--- src/rtl/shifter_pkg.sv ---
// Shared mode and state encodings for the iterative shifter.
package shifter_pkg;

   localparam logic [1:0] SH_PASS = 2'b00;
   localparam logic [1:0] SH_LSL  = 2'b01;
   localparam logic [1:0] SH_LSR  = 2'b10;
   localparam logic [1:0] SH_ASR  = 2'b11;

   typedef enum logic {
      ST_IDLE = 1'b0,
      ST_RUN  = 1'b1
   } state_e;

endpackage

--- src/rtl/iter_shifter_if.sv ---
// Start/busy/done operand bus between the controller and the iterative shifter.
interface iter_shifter_if #(
   parameter int unsigned WIDTH = 16,
   parameter int unsigned AMT_W = 4
) ();

   logic             start;
   logic [WIDTH-1:0] in;
   logic [1:0]       shift;
   logic [AMT_W-1:0] amount;
   logic             busy;
   logic             done;
   logic [WIDTH-1:0] sout;

   modport master (
      output start, in, shift, amount,
      input  busy, done, sout
   );

   modport slave (
      input  start, in, shift, amount,
      output busy, done, sout
   );

endinterface

--- src/rtl/shift_step.sv ---
// Combinational single-position shifter for the four mode encodings.
// ITER_SHIFTER_ROTATE_EN turns the pass mode into rotate-right by one.
module shift_step
   import shifter_pkg::*;
#(
   parameter int unsigned WIDTH = 16
) (
   input  logic [WIDTH-1:0] value_i,
   input  logic [1:0]       mode_i,
   output logic [WIDTH-1:0] value_o
);

   always_comb begin
      value_o = value_i;
      case (mode_i)
         SH_PASS: begin
`ifdef ITER_SHIFTER_ROTATE_EN
            value_o = {value_i[0], value_i[WIDTH-1:1]};
`else
            value_o = value_i;
`endif
         end
         SH_LSL:  value_o = {value_i[WIDTH-2:0], 1'b0};
         SH_LSR:  value_o = {1'b0, value_i[WIDTH-1:1]};
         SH_ASR:  value_o = {value_i[WIDTH-1], value_i[WIDTH-1:1]};
         default: value_o = value_i;
      endcase
   end

endmodule

--- src/rtl/iter_shifter.sv ---
// Multi-cycle shifter: one bit position per clock, start/busy/done handshake.
// Optional ITER_SHIFTER_ROTATE_EN (see shift_step) makes mode 00 rotate right.
module iter_shifter
   import shifter_pkg::*;
#(
   parameter int unsigned WIDTH = 16,
   parameter int unsigned AMT_W = 4
) (
   input  logic          clk,
   input  logic          reset,
   iter_shifter_if.slave bus
);

   state_e           state_q;
   logic [WIDTH-1:0] work_q;
   logic [AMT_W-1:0] cnt_q;
   logic [1:0]       mode_q;
   logic [WIDTH-1:0] sout_q;
   logic             busy_q;
   logic             done_q;
   logic [WIDTH-1:0] step_d;

   shift_step #(
      .WIDTH (WIDTH)
   ) u_step (
      .value_i (work_q),
      .mode_i  (mode_q),
      .value_o (step_d)
   );

   always_ff @(posedge clk) begin
      if (reset) begin
         state_q <= ST_IDLE;
         work_q  <= '0;
         cnt_q   <= '0;
         mode_q  <= SH_PASS;
         sout_q  <= '0;
         busy_q  <= 1'b0;
         done_q  <= 1'b0;
      end else begin
         done_q <= 1'b0;
         case (state_q)
            ST_IDLE: begin
               if (bus.start) begin
                  work_q  <= bus.in;
                  cnt_q   <= bus.amount;
                  mode_q  <= bus.shift;
                  busy_q  <= 1'b1;
                  state_q <= ST_RUN;
               end
            end
            ST_RUN: begin
               // Amounts past WIDTH need no clamp: repeated steps saturate on their own.
               if (cnt_q != '0) begin
                  work_q <= step_d;
                  cnt_q  <= cnt_q - AMT_W'(1);
               end else begin
                  sout_q  <= work_q;
                  done_q  <= 1'b1;
                  busy_q  <= 1'b0;
                  state_q <= ST_IDLE;
               end
            end
            default: state_q <= ST_IDLE;
         endcase
      end
   end

   assign bus.busy = busy_q;
   assign bus.done = done_q;
   assign bus.sout = sout_q;

endmodule

--- src/flat_wrapper.sv ---
// flat-port wrapper written by rule: the top's interface ports become plain ports
module iter_shifter_flat import shifter_pkg::*;
#(
   parameter int unsigned WIDTH = 16,
   parameter int unsigned AMT_W = 4
)
  (clk, reset, bus_start, bus_in, bus_shift, bus_amount, bus_busy, bus_done, bus_sout);
  iter_shifter_if #(.WIDTH(WIDTH), .AMT_W(AMT_W)) bus_i ();
  input  logic clk;
  input  logic reset;
  input wire logic [$bits(bus_i.start)-1:0] bus_start;
  input wire logic [$bits(bus_i.in)-1:0] bus_in;
  input wire logic [$bits(bus_i.shift)-1:0] bus_shift;
  input wire logic [$bits(bus_i.amount)-1:0] bus_amount;
  output wire logic [$bits(bus_i.busy)-1:0] bus_busy;
  output wire logic [$bits(bus_i.done)-1:0] bus_done;
  output wire logic [$bits(bus_i.sout)-1:0] bus_sout;
  assign bus_i.start = bus_start;
  assign bus_i.in = bus_in;
  assign bus_i.shift = bus_shift;
  assign bus_i.amount = bus_amount;
  assign bus_busy = bus_i.busy;
  assign bus_done = bus_i.done;
  assign bus_sout = bus_i.sout;
  iter_shifter #(.WIDTH(WIDTH), .AMT_W(AMT_W)) u_core (.clk(clk), .reset(reset), .bus(bus_i));
endmodule
--- config.mk ---
export PLATFORM = sky130hd
export DESIGN_NAME = iter_shifter_flat
export DESIGN_NICKNAME = d
export VERILOG_FILES = /design/src/rtl/shifter_pkg.sv /design/src/rtl/iter_shifter_if.sv /design/src/rtl/shift_step.sv /design/src/rtl/iter_shifter.sv /design/src/flat_wrapper.sv
export SDC_FILE = /design/constraint.sdc
export NUM_CORES = 1
export LEC_CHECK = 0
export BUFFER_PORTS_ARGS = -buffer_cell sky130_fd_sc_hd__clkbuf_2
export CORE_ASPECT_RATIO = 0.5
export CORE_MARGIN = 2
export CORE_UTILIZATION = 45
export DETAILED_ROUTE_END_ITERATION = 10
export PLACE_DENSITY = 0.69
export SYNTH_ARGS = -nofsm -noshare
export SYNTH_HDL_FRONTEND = slang
export SYNTH_SLANG_ARGS = --single-unit
--- constraint.sdc ---
create_clock -name clk -period 1.95 [get_ports clk]
set_input_delay 0.2925 -clock clk [delete_from_list [all_inputs] [get_ports clk]]
set_output_delay 0.2925 -clock clk [all_outputs]
set_load 0.05 [all_outputs]
Yosys cells after proc, flatten, opt, wreduce, memory -nomap -nowiden:

Cells that the tools add are included.

* add/subtract/negate cells: 1
* eq/ne operators: 8
* muxes and demuxes: 14
* bitwise gates (word level): 2
* reduce and logical (&&, ||, !) cells: 9

Operator list (count)
* $pmux W16 S3: 1
* $mux W16: 2
* $pmux W16 S2: 1
* $ne A2 B2 Y1 const B: 5
* $mux W4: 2
* $pmux W4 S2: 1
* $reduce_and A2 Y1: 4
* $mux W1: 5
* $eq A2 B2 Y1 const B: 2
* $pmux W1 S2: 2
* $reduce_and A4 Y1: 1
* $reduce_bool A4 Y1: 1
* $sub A4 B1 Y4 const B: 1
* $reduce_and A3 Y1: 1
* $eq A2 B1 Y1 const B: 1
* $logic_not A2 Y1: 1
* $not A1 Y1: 2
* $reduce_or A2 Y1: 1

* register bits after elaboration: 41
* input port bits: 25
* output and inout bits: 18
* logic and storage cells: 42

Logic depth before layout (Yosys ltp):

* word-level depth: 4
* mapped depth: 8
* gate-level depth less buffers: 5

Hierarchy:

A second synthesis with hierarchy kept.

* cells, all modules: 208
* area total of the unflattened synthesis: 2088.3 um2

Modules (own cells, without submodules)
* iter_shifter: instances 1, cells each 157, area an instance 1732.9 um2, sequential area each 820.8 um2
* shift_step: instances 1, cells each 51, area an instance 355.3 um2, sequential area each 0.0 um2

Worst setup path before layout:

Ideal clock, no wire load.

* path kind: flip-flop to flip-flop
* start point: register u_core.cnt_q[0]
* end point: register u_core.work_q[10]
* setup time: 0.120 ns
* data arrival time: 1.527 ns
* required time: 1.830 ns
* slack: 0.303 ns
* stages on the path, launching flop included: 9
* path buffers: 3
* clock period less this slack: 1.647 ns
* path through: dfxtp_1 -> inv_1 -> ha_1 -> and4bb_1 -> buf_6 -> a211o_1 -> buf_6 -> buf_6 -> mux2i_1

* cells in the longest elaborated chain, start to end: 3

Ends and longest elaborated chain
* start, declared: RTL line iter_shifter.sv:16 `logic [AMT_W-1:0] cnt_q;`
* start signal, assigned: RTL line iter_shifter.sv:46 `cnt_q <= bus.amount;`
* start signal, assigned: RTL line iter_shifter.sv:56 `cnt_q <= cnt_q - AMT_W'(1);`
* $reduce_bool A4 Y1: RTL line iter_shifter.sv:54 `if (cnt_q != '0) begin`
* $ne A2 B2 Y1 (no source line)
* $reduce_and A3 Y1 (no source line)
* end signal, assigned: RTL line iter_shifter.sv:45 `work_q <= bus.in;`
* end signal, assigned: RTL line iter_shifter.sv:55 `work_q <= step_d;`
* end, declared: RTL line iter_shifter.sv:15 `logic [WIDTH-1:0] work_q;`

Every way passes these cells.
A chain may end at the register's enable or synchronous reset.

Final worst setup path:

* start point: register u_core.cnt_q[0]
* end point: register u_core.work_q[0]

The elaborated chain is that of the path after synthesis.

==> run summary <==
final max-slew violation count - 0
number of levels the H-tree was split into - 2
hold buffer count at cts - 0
kind of cell adding the most delay to the critical path - compound AO/OA/AOI/OAI gates
via count of the first global-routing pass - 1522
category of the critical setup timing path - reg2reg
net count of the mapped netlist - 219
clock-pin slew reported for the worst setup and hold paths after clock tree synthesis - 0.07 ns
fill cell count - 346
layout net count - 266
worst setup skew after layout - 0.00468 ns
initial drt markers - 45
Resize count post-CTS - 0
setup repair after global routing missed its margin - no
final core occ - 56.8%
Clock Tree Root - clkbuf_8
number of enable-type register cells in the synthesized netlist - 0
Critical Path Source Type - register
worst setup timing slack at the placement stage - 0.307 ns
port buffer count - 42
mean area per synthesized cell - 9.85 sq um
growth of design area from synthesis to finish - 18.9%
placed cell count - 287
number of buffers created by CTS - 5
TritonCTS clock tree - done
aggregate global routing overflow - 0
synthesized cell area - 1900 sq um
worst-case vdd ir drop - 0.000355 V
largest driver fanout on the critical path - 8
Final Hold Viols - 0
number of nets with antenna violations after detailed routing - 0
final estimated routing congestion in global placement - 0.775
type of the worst min-delay path - in2reg
cells along the critical path - inv_1 -> ha_1 -> and4bb_1 -> a211o_1 -> buf_4 -> a221oi_2
Detail Placement HPWL - 3.08 mm
Initial Utilization - 47.7%
required time of the critical path - 2.15 ns
maximum buffer depth of the clock tree - 2
boundary pin count - 43
worst setup slack after layout - 0.282 ns
gate count after technology mapping - 193
share of the yosys chip area belonging to registers - 43.2%
flip-flop cell with the highest count after synthesis - dfxtp_1
fraction of the cycle the final worst path needs - 85.5%
CP bufs+invs - 2
DIE AREA - 4790 sq um
share of cells above drive strength 1 - 27.2%
Total Neg Setup Slack - 0 ns
number of standard cells in the layout, taps in and fillers out - 293
outcome - completed
total global routing track utilization - 18.9%
number of detailed-routing iterations run before antenna repair - 4
leading cell type in the layout, fill and taps excluded - clkbuf_2
leading cell types in the layout, fill and taps excluded - clkbuf_2 (42), dfxtp_1 (41), mux2i_1 (30), nor2_1 (20), a22o_1 (16)
maximum number of pins on one net before global-route repair - 25
Die Ht - 50.0 microns
ratio of total power to cell area - 884 nW/um^2
data arrival time at the worst-slack endpoint - 1.87 ns
total routed wirelength - 4.29 mm
area share of the largest cell type after synthesis - 43.2%
first-pass GRT wire length - 7.17 mm
kind of capture point of the worst setup path - register
overall die width - 95.9 microns
Worst-Skew Late Latency - 0.29 ns
stage delay of the slowest cell on the critical path - 0.34 ns
static leakage - 1.02 nW
Highest Clock Rate - 599 MHz
count of yosys warnings during synthesis - 0
number of remaining DRC errors - 0
async set or reset register ratio after synthesis - 0%
number of sinks handled by clock tree synthesis - 41
num rows - 16
detailed-route vias per instance - 5.56
core outline area - 3980 sq um
Final setup viols - 0
number of register bits inferred by synthesis - 41
post-CTS setup buffer count - 0
Worst Tran Pin Value - 0.382 ns
ANT cells - 0
synth unique cells - 34
highest-delay cell along the critical path - dfxtp_1
number of antenna violations at the first check in global routing - 0
cells taking the most area after synthesis - dfxtp_1 (43%), mux2i_1 (16%), a22o_1 (7.4%)
cell taking the most area after synthesis - dfxtp_1
final critical-path required period - 1.67 ns
Via Count - 1628
relative slew slack - 74.5%
MaxCap Viol Count - 0
WL/cell - 14.6 microns
-- registers in the layout, indices dropped and copies added (netlist names) --
signal           count
u_core.work_q       16
u_core.bus.done      1
u_core.cnt_q         4
u_core.mode_q        2
u_core.state_q       1
u_core.bus.sout     16
u_core.bus.busy      1
-- metrics by stage --
stage / total power [mW] / instance area (sq um) / hold slack [ns]
2_1_floorplan: 1.38 / 1900 / 0.440
3_3_place_gp: 1.49 / 2190 / 0.447
3_5_place_dp: 1.51 / 2190 / 0.454
4_1_cts: 2.01 / 2260 / 0.245
5_1_grt: 2.10 / 2260 / 0.234
6_report: 2.00 / 2260 / 0.252
-- path summary, 6_finish.rpt --
| kind | startpoint | end | slack [ns] | depth (start not counted) |
|---|---|---|---|---|
| setup reg to reg | u_core.cnt_q[0]$_SDFFE_PP0P_ | u_core.work_q[0]$_SDFFE_PP0P_ | 0.28 | 6 |
| hold reg to reg | u_core.bus.busy$_SDFFE_PP0P_ | u_core.bus.busy$_SDFFE_PP0P_ | 0.46 | 1 |
| setup / recovery | u_core.cnt_q[0]$_SDFFE_PP0P_ | u_core.work_q[0]$_SDFFE_PP0P_ | 0.28 | 6 |
| hold / removal | bus_shift[1] | u_core.mode_q[1]$_SDFFE_PP0P_ | 0.25 | 3 |
-- routing by layer --
layer / wire, microns / global-route usage (%) / vias to the layer above
met2: 1810 / 27.4 / 46
met1: 2160 / 26.8 / 783
met4: 48 / 5.24 / 0
met3: 272 / 6.27 / 6
met5: 0 / 0 / -
li1: - / - / 793
-- cells in the mapped netlist, types with 2 or more instances --
master	number
a211o_1	15
a21oi_1	3
a22o_1	16
a31oi_1	2
buf_2	3
buf_6	4
clkbuf_1	8
dfxtp_1	41
inv_1	4
mux2i_1	30
nand2_1	15
nand2b_1	3
nor2_1	20
nor2b_1	4
nor3_1	2
o21ai_0	5
-- cell families after synthesis --
kind of cell	count (synthesis)	share of synthesized area [%]
flip-flops	41	43.2
multiplexers	30	15.8
buffers and inverters	21	6.12
AND/OR/NAND/NOR	49	12.0
XOR/XNOR	1	0.461
adder cells (fa/ha/maj)	1	0.658
AO/OA/AOI/OAI	50	21.8
-- report_power, final --
group / switching [mW] / leakage (nW) / internal (mW) / total, mW
Combinational: 0.275 / 0.644 / 0.216 / 0.491
Clock: 0.274 / 0.0399 / 0.236 / 0.510
Sequential: 0.0784 / 0.336 / 0.920 / 0.998
Total: 0.627 / 1.02 / 1.37 / 2.00
-- layout make-up --
type,count,area [sq um],share of cell area (%)
multi-input cells,131,965,42.7
flip-flops and latches,41,821,36.3
repair buffers,56,315,13.9
clock buffers,5,68.8,3.04
well taps,54,67.6,2.99
inverters,5,18.8,0.830
clock inverters,1,5.00,0.221
-- worst min-delay path, delay by kind of cell --
kind,cells,cell delay (ns)
muxes,1,0.06
and+or+nand+nor,1,0.07
buffers and inverters,1,0.08
(Power assumes the default switching activity.)
